**src/rtl/raycast_pkg.sv**
```systemverilog
// Shared types and constants for the ray/wall sequencer.
//   Q88_W    : width of a signed/unsigned Q8.8 value
//   DIST_INF : "no hit yet" distance
//   seq_state_e, wall_t, ray_t : sequencer state encoding and coordinate bundles
package raycast_pkg;

    localparam int unsigned Q88_W = 16;
    localparam logic [Q88_W-1:0] DIST_INF = 16'hFFFF;

    typedef enum logic [1:0] {
        StIdle  = 2'd0,
        StFetch = 2'd1,
        StTest  = 2'd2,
        StDone  = 2'd3
    } seq_state_e;

    typedef struct packed {
        logic [Q88_W-1:0] x3;
        logic [Q88_W-1:0] y3;
        logic [Q88_W-1:0] x4;
        logic [Q88_W-1:0] y4;
    } wall_t;

    typedef struct packed {
        logic [Q88_W-1:0] x1;
        logic [Q88_W-1:0] y1;
        logic [Q88_W-1:0] x2;
        logic [Q88_W-1:0] y2;
    } ray_t;

endpackage

```
**src/rtl/nearest_hit_cmp.sv**
```systemverilog
// Combinational accept logic for the nearest-hit search.
//   en         : a wall is under test this cycle
//   isect_hit  : intersection unit reports a valid hit
//   isect_dist : hit distance (unsigned Q8.8)
//   best_dist  : nearest distance accepted so far
//   accept     : replace the current best with this hit
// Optional build macro RAYSEQ_MIN_DIST_EN: hits nearer than MIN_DIST are rejected.
module nearest_hit_cmp
    import raycast_pkg::*;
#(
    parameter logic [Q88_W-1:0] MIN_DIST = 16'h0010
) (
    input  logic             en,
    input  logic             isect_hit,
    input  logic [Q88_W-1:0] isect_dist,
    input  logic [Q88_W-1:0] best_dist,
    output logic             accept
);

    logic closer;

    // Strict compare: on equal distance the earlier (lower-index) wall is kept.
    assign closer = isect_dist < best_dist;

`ifdef RAYSEQ_MIN_DIST_EN
    assign accept = en && isect_hit && closer && (isect_dist >= MIN_DIST);
`else
    logic unused_min_dist;
    assign unused_min_dist = ^MIN_DIST;
    assign accept = en && isect_hit && closer;
`endif

endmodule

```
**src/rtl/ray_wall_sequencer.sv**
```systemverilog
// Walks the wall memory for one latched ray, feeds each wall to the external
// intersection unit and keeps the nearest accepted hit, then offers the result
// over a valid/ready handshake.
//   clk, reset          : clock, synchronous active-high reset
//   start, ray_*        : scan request and ray points (latched on accept)
//   busy                : high whenever not idle
//   wall_addr, wall_*   : wall memory address / data (1-cycle read latency)
//   isect_*             : operands to, and results from, the intersection unit
//   result_valid/ready  : result handshake
//   hit, nearest_*      : result of the scan
// Optional build macro RAYSEQ_MIN_DIST_EN enables the near-clip in nearest_hit_cmp.
module ray_wall_sequencer
    import raycast_pkg::*;
#(
    parameter int unsigned      WALL_COUNT  = 16,
    parameter int unsigned      WALL_ADDR_W = 4,
    parameter logic [Q88_W-1:0] MIN_DIST    = 16'h0010
) (
    input  logic                   clk,
    input  logic                   reset,
    input  logic                   start,
    input  logic [Q88_W-1:0]       ray_x1,
    input  logic [Q88_W-1:0]       ray_y1,
    input  logic [Q88_W-1:0]       ray_x2,
    input  logic [Q88_W-1:0]       ray_y2,
    output logic                   busy,
    output logic [WALL_ADDR_W-1:0] wall_addr,
    input  logic [Q88_W-1:0]       wall_x3,
    input  logic [Q88_W-1:0]       wall_y3,
    input  logic [Q88_W-1:0]       wall_x4,
    input  logic [Q88_W-1:0]       wall_y4,
    output logic [Q88_W-1:0]       isect_x1,
    output logic [Q88_W-1:0]       isect_y1,
    output logic [Q88_W-1:0]       isect_x2,
    output logic [Q88_W-1:0]       isect_y2,
    output logic [Q88_W-1:0]       isect_x3,
    output logic [Q88_W-1:0]       isect_y3,
    output logic [Q88_W-1:0]       isect_x4,
    output logic [Q88_W-1:0]       isect_y4,
    input  logic                   isect_hit,
    input  logic [Q88_W-1:0]       isect_dist,
    input  logic [Q88_W-1:0]       isect_uv,
    output logic                   result_valid,
    input  logic                   result_ready,
    output logic                   hit,
    output logic [Q88_W-1:0]       nearest_dist,
    output logic [Q88_W-1:0]       nearest_uv,
    output logic [WALL_ADDR_W-1:0] nearest_wall
);

    localparam logic [WALL_ADDR_W-1:0] LastAddr = WALL_ADDR_W'(WALL_COUNT - 1);

    seq_state_e             state_q, state_d;
    ray_t                   ray_q, ray_d;
    logic [WALL_ADDR_W-1:0] addr_q, addr_d;
    logic [Q88_W-1:0]       best_dist_q, best_dist_d;
    logic [Q88_W-1:0]       uv_q, uv_d;
    logic [WALL_ADDR_W-1:0] best_wall_q, best_wall_d;
    logic                   hit_q, hit_d;
    logic                   accept;
    wall_t                  wall;

    // Wall operands are only driven while a wall is under test, so the
    // intersection unit sees zeros at reset and between tests.
    always_comb begin
        wall = '0;
        if (state_q == StTest) begin
            wall = '{x3: wall_x3, y3: wall_y3, x4: wall_x4, y4: wall_y4};
        end
    end

    nearest_hit_cmp #(
        .MIN_DIST (MIN_DIST)
    ) u_cmp (
        .en         (state_q == StTest),
        .isect_hit  (isect_hit),
        .isect_dist (isect_dist),
        .best_dist  (best_dist_q),
        .accept     (accept)
    );

    always_comb begin
        state_d     = state_q;
        ray_d       = ray_q;
        addr_d      = addr_q;
        best_dist_d = best_dist_q;
        uv_d        = uv_q;
        best_wall_d = best_wall_q;
        hit_d       = hit_q;
        unique case (state_q)
            StIdle: begin
                if (start) begin
                    ray_d       = '{x1: ray_x1, y1: ray_y1, x2: ray_x2, y2: ray_y2};
                    addr_d      = '0;
                    best_dist_d = DIST_INF;
                    uv_d        = '0;
                    best_wall_d = '0;
                    hit_d       = 1'b0;
                    state_d     = StFetch;
                end
            end
            StFetch: state_d = StTest;
            StTest: begin
                if (accept) begin
                    best_dist_d = isect_dist;
                    uv_d        = isect_uv;
                    best_wall_d = addr_q;
                    hit_d       = 1'b1;
                end
                if (addr_q == LastAddr) begin
                    state_d = StDone;
                end else begin
                    addr_d  = addr_q + WALL_ADDR_W'(1);
                    state_d = StFetch;
                end
            end
            StDone: begin
                if (result_ready) begin
                    state_d = StIdle;
                end
            end
            default: state_d = StIdle;
        endcase
    end

    always_ff @(posedge clk) begin
        if (reset) begin
            state_q     <= StIdle;
            ray_q       <= '0;
            addr_q      <= '0;
            best_dist_q <= DIST_INF;
            uv_q        <= '0;
            best_wall_q <= '0;
            hit_q       <= 1'b0;
        end else begin
            state_q     <= state_d;
            ray_q       <= ray_d;
            addr_q      <= addr_d;
            best_dist_q <= best_dist_d;
            uv_q        <= uv_d;
            best_wall_q <= best_wall_d;
            hit_q       <= hit_d;
        end
    end

    assign busy         = state_q != StIdle;
    assign result_valid = state_q == StDone;
    assign wall_addr    = addr_q;
    assign hit          = hit_q;
    assign nearest_dist = best_dist_q;
    assign nearest_uv   = uv_q;
    assign nearest_wall = best_wall_q;
    assign isect_x1     = ray_q.x1;
    assign isect_y1     = ray_q.y1;
    assign isect_x2     = ray_q.x2;
    assign isect_y2     = ray_q.y2;
    assign isect_x3     = wall.x3;
    assign isect_y3     = wall.y3;
    assign isect_x4     = wall.x4;
    assign isect_y4     = wall.y4;

endmodule
```
**config.mk**
```make
export PLATFORM = sky130hd
export DESIGN_NAME = ray_wall_sequencer
export DESIGN_NICKNAME = d
export VERILOG_FILES = /design/src/rtl/raycast_pkg.sv /design/src/rtl/nearest_hit_cmp.sv /design/src/rtl/ray_wall_sequencer.sv
export SDC_FILE = /design/constraint.sdc
export NUM_CORES = 1
export LEC_CHECK = 0
export CORE_ASPECT_RATIO = 0.75
export CORE_MARGIN = 2
export CORE_UTILIZATION = 30
export DETAILED_ROUTE_END_ITERATION = 7
export PLACE_DENSITY = 0.75
export SKIP_LAST_GASP = 1
export SLEW_MARGIN = 0
export SYNTH_ARGS = -nofsm -noshare
export SYNTH_HDL_FRONTEND = slang
export SYNTH_HIERARCHICAL = 1
export SYNTH_SLANG_ARGS = --single-unit
```
**constraint.sdc**
```tcl
create_clock -name clk -period 2.5 [get_ports clk]
set_input_delay 0.375 -clock clk [delete_from_list [all_inputs] [get_ports clk]]
set_output_delay 0.375 -clock clk [all_outputs]
set_load 0.01 [all_outputs]
```
==> Implementation_results.wiki, run 1 <==
{| class="wikitable"
! Metric !! Value
|-
| Synthesized area divided by synthesized cell count || 8.65 sq um
|-
| Pleak || 3.42 nW
|-
| Clock root buffer || sky130_fd_sc_hd__clkbuf_16
|-
| Pin count of the biggest net entering global routing || 65
|-
| Critical Path Source Type || primary input
|-
| Setup skew after layout || 0.00768 ns
|-
| Synth top area share || 47.3%
|-
| Worst Setup Path Type || primary input to flip-flop
|-
| Final weighted congestion of routability-driven global placement || 0.877
|-
| Critical path data required time || 2.72 ns
|-
| Number of H-tree levels || 3
|-
| Time the worst path needs with I/O delays and setup || 2.43 ns
|-
| Die X || 146 um
|-
| Sequential fraction of the synthesis area || 47.3%
|-
| Maximum clock frequency || 0.412 GHz
|-
| CP max stage delay || 0.48 ns
|-
| Core Area || 14,600 sq um
|-
| Ordered cell list for the critical path || clkdlybuf4s50_1, ha_1, a21o_1, a221o_1, a211oi_2, nand3b_1, or2_4, buf_12, o22a_1
|-
| Vias in the first global route || 4,541
|-
| IR drop worst, VDD || 0.312 mV
|-
| Number of antenna violations at the first check in global routing || 5
|-
| Setup TNS after final layout || 0 ns
|-
| Final count of pins violating max slew || 0
|-
| Maximum fanout along the worst path || 8
|-
| Unrepaired setup endpoints after global routing || true
|-
| Die height || 110 um
|-
| Global-route wire length before repair || 25,100 um
|-
| Overall via count from detail_route || 4,815
|-
| Layout net count || 1,036
|-
| Transition time of the tightest slew-check pin || 0.655 ns
|-
| Power density over the cells || 470 nW/um^2
|-
| Slowest cell on the critical path || sky130_fd_sc_hd__clkdlybuf4s50_1
|-
| Most area-hungry cell type in the Yosys netlist || sky130_fd_sc_hd__dfxtp_1
|-
| Initial Utilization || 31.0%
|-
| Final Hold Violating Endpoints || 0
|-
| Row count || 38
|-
| Net count after synthesis || 704
|-
| Routed wire length per instance || 16.1 um
|-
| Post-detailed-route count of antenna-violating nets || 0
|-
| Source-to-sink clock delay at the later pin of the worst-skew pair || 0.34 ns
|-
| Synth Warn # || 6
|-
| Longest Clk Path Bufs || 2
|-
| DRC marker count from the first detailed-route iteration || 249
|-
| Arrival @ worst endpoint || 2.65 ns
|-
| Drt total wl || 17,100 um
|-
| Number of buffers added by the clock tree synthesis step || 9
|-
| Synth cell types || 40
|-
| Outcome || completed
|-
| Filler instances || 1,309
|-
| Path category of the worst min-delay check || primary input to flip-flop
|-
| Die area || 16,100 sq um
|-
| Port Buf Inserts || 335
|-
| Tightest hold margin || 0.303 ns
|-
| Clock tree from TritonCTS || done
|-
| Kind of capture point of the worst setup path || flip-flop
|-
| Total half-perimeter wirelength after legalization and detailed placement || 13,100 um
|-
| Biggest area contributors in the synthesized netlist || sky130_fd_sc_hd__dfxtp_1, sky130_fd_sc_hd__nand2_1, sky130_fd_sc_hd__and2_1
|-
| Fraction of layout cells with a size suffix above 1 || 7.56%
|-
| Synthesized cell area || 4530 sq um
|-
| Detail-routed via count per cell || 4.52
|-
| Length of the first detailed-routing pass in iterations || 4
|-
| Post-route clock period utilization || 97.2%
|-
| Post-detailed-route DRC marker count || 0
|-
| Area taken by multi-input logic gates || 2190 sq um
|-
| Ports || 336
|-
| Number of storage elements in the synthesis netlist || 107
|-
| Area added between synthesis and finish || 89.9%
|-
| Number of clock sinks || 107
|-
| Max cap viols || 0
|-
| Area taken by flip-flops and latches || 2150 sq um
|-
| CTS clock-pin slew for the worst setup and hold paths || 0.07 ns
|-
| Slew Limit Headroom || 56.3%
|-
| Number of standard cells after synthesis || 523
|-
| # setup viols final || 0
|-
| Final global-route overflow total || 0
|-
| Tot GR Track Use || 19.8%
|}
-- synthesized netlist by cell type --
cell type                   count
sky130_fd_sc_hd__nor2b_1        1
sky130_fd_sc_hd__nand4b_1       1
sky130_fd_sc_hd__o21bai_1       1
sky130_fd_sc_hd__or3b_1         1
sky130_fd_sc_hd__buf_2          9
sky130_fd_sc_hd__o21ai_1        3
sky130_fd_sc_hd__ha_1          16
sky130_fd_sc_hd__a221oi_1       1
sky130_fd_sc_hd__a211oi_2       1
sky130_fd_sc_hd__o22a_1        16
sky130_fd_sc_hd__clkbuf_1      17
sky130_fd_sc_hd__dfxtp_1      107
sky130_fd_sc_hd__inv_1         16
sky130_fd_sc_hd__a41oi_1        1
sky130_fd_sc_hd__nor2_1         2
sky130_fd_sc_hd__nor3b_1        1
sky130_fd_sc_hd__o21ai_0        1
sky130_fd_sc_hd__o21ba_1        2
sky130_fd_sc_hd__mux2i_2        1
sky130_fd_sc_hd__o2111ai_1      1
sky130_fd_sc_hd__or2_1          2
sky130_fd_sc_hd__o21bai_4       1
sky130_fd_sc_hd__and2_1        65
sky130_fd_sc_hd__buf_4          6
sky130_fd_sc_hd__a211oi_1       2
sky130_fd_sc_hd__and4_2         1
sky130_fd_sc_hd__and4_1         3
sky130_fd_sc_hd__a22o_1        20
sky130_fd_sc_hd__o211ai_1       1
sky130_fd_sc_hd__nand4_1        3
sky130_fd_sc_hd__a21oi_1       72
sky130_fd_sc_hd__nand2b_1       1
sky130_fd_sc_hd__a211o_1        1
sky130_fd_sc_hd__buf_6          6
sky130_fd_sc_hd__a221o_1        1
sky130_fd_sc_hd__or3b_2         1
sky130_fd_sc_hd__nand3b_1       1
sky130_fd_sc_hd__nor3_1         1
sky130_fd_sc_hd__nand2_1      132
sky130_fd_sc_hd__a21o_1         4
-- report_power, final --
group          internal, W  leakage (nW)  switching (W)
sequential         0.00177         0.871      0.0000345
clock             0.000783         0.142       0.000646
combinational     0.000487          2.41       0.000315
-- worst max-delay path, delay by kind of cell --
kind | cells | cell delay, ns
AOI/OAI and AO/OA | 4 | 0.97
buffers and inverters | 2 | 0.63
and+or+nand+nor | 2 | 0.42
adders and majority gates | 1 | 0.24
-- metrics by stage --
stage	std cells	cell area, sq um	worst slack (ns)	utilization, %	power (W)
2_1_floorplan	523	4530	0.0426	-	0.00212
3_3_place_gp	1040	8120	-0.401	55.6	0.00263
3_5_place_dp	1040	8120	-0.473	55.6	0.00264
4_1_cts	1059	8490	0.0164	58.2	0.00410
5_1_grt	1065	8600	-0.0200	58.9	0.00423
6_report	1065	8600	0.0708	58.9	0.00404
-- registers in the layout (all words and copies together), names as in the netlist --
signal / cells
isect_y2: 16
nearest_wall: 4
hit: 1
wall_addr: 4
isect_x2: 16
state_q: 2
nearest_dist: 16
isect_x1: 16
isect_y1: 16
nearest_uv: 16
-- cell type report --
cell class                      instances  share of cell area, %
Timing Repair Buffer                  359                   42.2
Multi-Input combinational cell        362                   25.5
Sequential cell                       107                   25.0
Tap cell                              200                   2.91
Clock buffer                            9                   2.62
Clock inverter                          7                  0.888
Inverter                               16                  0.699
Antenna cell                            5                  0.146
-- layout by cell type, fill, tap and decap left out, types with 3 or more instances in the layout --
cell type	count
sky130_fd_sc_hd__o21ai_1	4
sky130_fd_sc_hd__buf_4	13
sky130_fd_sc_hd__nand2_1	132
sky130_fd_sc_hd__ha_4	4
sky130_fd_sc_hd__and2_1	65
sky130_fd_sc_hd__inv_1	15
sky130_fd_sc_hd__dlygate4sd2_1	3
sky130_fd_sc_hd__and4_1	3
sky130_fd_sc_hd__ha_1	10
sky130_fd_sc_hd__clkbuf_16	9
sky130_fd_sc_hd__dfxtp_2	4
sky130_fd_sc_hd__nand4_1	3
sky130_fd_sc_hd__dfxtp_1	103
sky130_fd_sc_hd__a21oi_1	70
sky130_fd_sc_hd__diode_2	5
sky130_fd_sc_hd__o22a_1	16
sky130_fd_sc_hd__a21o_1	4
sky130_fd_sc_hd__buf_6	6
sky130_fd_sc_hd__buf_12	4
sky130_fd_sc_hd__dlymetal6s2s_1	5
sky130_fd_sc_hd__a22o_1	20
sky130_fd_sc_hd__clkdlybuf4s50_1	326
-- layer usage --
| metal | vias up | share of wire, % | track usage, % |
|---|---|---|---|
| met1 | 2217 | 43 | 23.9 |
| met2 | 164 | 48 | 33.4 |
| met5 | - | 0 | 0 |
| met3 | 20 | 7.2 | 6.54 |
| met4 | 0 | 2.1 | 6.93 |
| li1 | 2414 | - | - |
-- final timing paths --
check,slack [ns],start,to,depth (start not counted)
worst min register to register,0.45,isect_y2[13]$_SDFFE_PP0P_,isect_y2[13]$_SDFFE_PP0P_,2
worst max-delay path,0.07,isect_dist[10],nearest_dist[0]$_SDFFE_PP1P_,9
worst max register to register,0.10,nearest_dist[9]$_SDFFE_PP1P_,nearest_dist[0]$_SDFFE_PP1P_,10
worst min-delay path,0.30,isect_dist[12],nearest_dist[12]$_SDFFE_PP1P_,2
-- timing repair --
item,in CTS,in global routing
buffers inserted,2,0
pin swaps,12,12
gates cloned,1,2
endpoints found under the setup margin,36,36
hold buffers,0,0
gates resized for setup,15,21
endpoints found under the hold margin,0,0
-- cells by family (layout without fill, tap and decap cells) --
group	Yosys count	count (layout)	synth area share (%)
other	0	5	0
AO/OA/AOI/OAI	129	129	18.8
multiplexers	1	1	0.304
adder cells (fa/ha/maj)	16	16	4.42
buffers and inverters	54	391	6.22
flip-flops	107	107	47.3
AND/OR/NAND/NOR	216	216	22.9
Power figures use the tool's default switching activity.
==> run 2: changes to the inputs <==
Settings changed: CORE_UTILIZATION 30 to 27, MAX_ROUTING_LAYER from default to met4, PLACE_DENSITY 0.75 to 0.69.
==> Implementation_results.wiki, run 2 (same netlist as run 1, synthesis figures left out) <==
{| class="wikitable"
! Metric !! Value
|-
| Clock root buffer || sky130_fd_sc_hd__clkbuf_16
|-
| Die X || 153 um (+5.3%)
|-
| Worst Setup Path Type || flip-flop to flip-flop
|-
| Core Area || 16,200 sq um (+11%)
|-
| Final Hold Violating Endpoints || 0 (unchanged)
|-
| Maximum fanout along the worst path || 5 (-3)
|-
| Clock tree from TritonCTS || done
|-
| Fraction of layout cells with a size suffix above 1 || 8.60% (+1.0 points)
|-
| Port Buf Inserts || 335 (unchanged)
|-
| DRC marker count from the first detailed-route iteration || 223 (-10%)
|-
| Path category of the worst min-delay check || primary input to flip-flop
|-
| CP max stage delay || 0.34 ns (-0.14 ns)
|-
| Longest Clk Path Bufs || 2 (unchanged)
|-
| Setup TNS after final layout || 0 ns (unchanged)
|-
| Number of H-tree levels || 3 (unchanged)
|-
| Post-route standard cell area excluding fillers || 8660 sq um (+0.71%)
|-
| Post-detailed-route DRC marker count || 0 (unchanged)
|-
| Detail-routed via count per cell || 4.47 (-1.1%)
|-
| Die area || 17,800 sq um (+11%)
|-
| Transition time of the tightest slew-check pin || 0.512 ns (-0.143 ns)
|-
| Portion of total power attributed to sequential cells || 43.7% (-1.1 points)
|-
| Post-route clock period utilization || 98.0% (+0.83 points)
|-
| Placed cell areas || 8130 sq um (+0.15%)
|-
| Row count || 40 (+5.3%)
|-
| Length of the first detailed-routing pass in iterations || 4 (unchanged)
|-
| Vias in the first global route || 4,349 (-4.2%)
|-
| # setup viols final || 0 (unchanged)
|-
| Sw Ratio || 25.4% (+0.77 points)
|-
| Arrival @ worst endpoint || 2.68 ns (+0.03 ns)
|-
| Ordered cell list for the critical path || inv_2, ha_4, a21o_1, a21o_1, a221o_1, a211oi_2, mux2i_2, o21ba_4, clkbuf_16, a22o_1
|-
| P_int || 0.00308 W (+1.3%)
|-
| Total half-perimeter wirelength after legalization and detailed placement || 12,700 um (-2.8%)
|-
| Post-layout instance count excluding filler cells || 1,071 (+0.56%)
|-
| Source-to-sink clock delay at the later pin of the worst-skew pair || 0.35 ns (about the same)
|-
| Net switching power || 0.00105 W (+5.5%)
|-
| Placed Instances || 1,050 (+0.96%)
|-
| Final global-route overflow total || 0 (unchanged)
|-
| Worst path bufs/invs || 2 (unchanged)
|-
| Hold-fix buffers at CTS || 0 (unchanged)
|-
| Slowest cell on the critical path || sky130_fd_sc_hd__dfxtp_2
|-
| Critical Path Source Type || flip-flop
|-
| Number of antenna violations at the first check in global routing || 1 (-4)
|-
| Critical path data required time || 2.73 ns (about the same)
|-
| Routed wire length per instance || 15.7 um (-2.5%)
|-
| Die height || 116 um (+5.2%)
|-
| Commonest non-fill, non-tap cell in the layout || sky130_fd_sc_hd__clkdlybuf4s50_1
|-
| Post-detailed-route count of antenna-violating nets || 0 (unchanged)
|-
| Relative contribution of the clock network to total power || 36.4% (+1.0 points)
|-
| Overall via count from detail_route || 4,788 (-0.56%)
|-
| Outcome || completed
|-
| Kind of capture point of the worst setup path || flip-flop
|-
| Pin count of the biggest net entering global routing || 66 (+1.5%)
|-
| Drt total wl || 16,800 um (-1.9%)
|-
| Total power draw || 0.00413 W (+2.3%)
|-
| Power density over the cells || 477 nW/um^2 (+1.6%)
|-
| Number of clock sinks || 107 (unchanged)
|-
| Layout net count || 1,036 (unchanged)
|-
| Maximum clock frequency || 0.408 GHz (-0.85%)
|-
| Final weighted congestion of routability-driven global placement || 0.862 (-1.7%)
|-
| Ports || 336 (unchanged)
|-
| Setup skew after layout || 0.00967 ns (+0.00199 ns)
|-
| Area added between synthesis and finish || 91.3%
|-
| CTS clock-pin slew for the worst setup and hold paths || 0.08 ns (about the same)
|-
| Commonest cells after routing, fill and taps aside || sky130_fd_sc_hd__clkdlybuf4s50_1, sky130_fd_sc_hd__nand2_1, sky130_fd_sc_hd__dfxtp_1
|-
| Slew Limit Headroom || 65.9% (+9.6 points)
|-
| Max cap viols || 0 (unchanged)
|-
| Pleak || 3.47 nW (+1.4%)
|-
| Critical path's most frequent cell || sky130_fd_sc_hd__a21o_1
|-
| Crit path max-delay family || compound AO/OA/AOI/OAI gates
|-
| Tot GR Track Use || 18.1% (-1.7 points)
|-
| IR drop worst, VDD || 0.342 mV (+9.4%)
|-
| Time the worst path needs with I/O delays and setup || 2.45 ns (+0.0209 ns)
|-
| PnR worst setup slack || 0.0500 ns (-0.0209 ns)
|-
| Initial Utilization || 27.9% (-3.1 points)
|-
| Final count of pins violating max slew || 0 (unchanged)
|-
| Combinational power share || 19.9% (about the same)
|-
| Placement Setup Slack || -0.512 ns (-0.0380 ns)
|-
| Global-route wire length before repair || 24,700 um (-1.6%)
|-
| Number of buffers added by the clock tree synthesis step || 9 (unchanged)
|}
run 2: per-layer routing:
layer | vias up | GRT usage (%) | part of all wire, % | routed length [um]
li1 | 2413 | - | - | -
met1 | 2187 | 23.1 | 45 | 7580
met2 | 174 | 28.9 | 47 | 7950
met3 | 14 | 4.64 | 6.0 | 999
met4 | 0 | 4.65 | 1.4 | 243
met5 | - | - | 0 | 0
run 2: stage by stage:
step	utilization (%)	hold slack, ns
final	53.4	0.297
after global routing	53.4	0.298
after CTS	52.2	0.387
after detailed placement	50.1	0.446
after global placement	50.1	0.441
after floorplan	-	0.481
run 2: layout make-up:
class	count	area, sq um
fillers	1517	7560
clock buffers	9	225
flip-flops and latches	107	2150
diodes	1	2.50
well taps	210	263
inverters	16	60.1
repair buffers	359	3650
clock inverters	7	90.1
multi-input cells	362	2210
run 2: path summary, 6_finish.rpt:
path	startpoint	endpoint	slack, ns	cells past startpoint
setup / recovery	nearest_dist[9]$_SDFFE_PP1P_	nearest_uv[4]$_SDFFE_PP0P_	0.05	10
hold / removal	isect_dist[8]	nearest_dist[8]$_SDFFE_PP1P_	0.30	2
setup reg to reg	nearest_dist[9]$_SDFFE_PP1P_	nearest_uv[4]$_SDFFE_PP0P_	0.05	10
hold reg to reg	isect_x1[10]$_SDFFE_PP0P_	isect_x1[10]$_SDFFE_PP0P_	0.45	2
run 2: timing repair:
| item | 4_1_cts | 5_1_grt |
|---|---|---|
| gates cloned | 0 | 2 |
| endpoints found under the setup margin | 36 | 36 |
| buffers inserted | 1 | 1 |
| resized for setup | 6 | 37 |
| pin swaps | 5 | 19 |
run 2: power by group through the flow:
stage                     registers (W)  logic [W]  clock network, W
final                           0.00181   0.000824           0.00150
after global routing            0.00182   0.000887           0.00163
after CTS                       0.00181   0.000810           0.00156
after detailed placement        0.00185   0.000801                 0
after global placement          0.00184   0.000799                 0
after floorplan                 0.00188   0.000244                 0
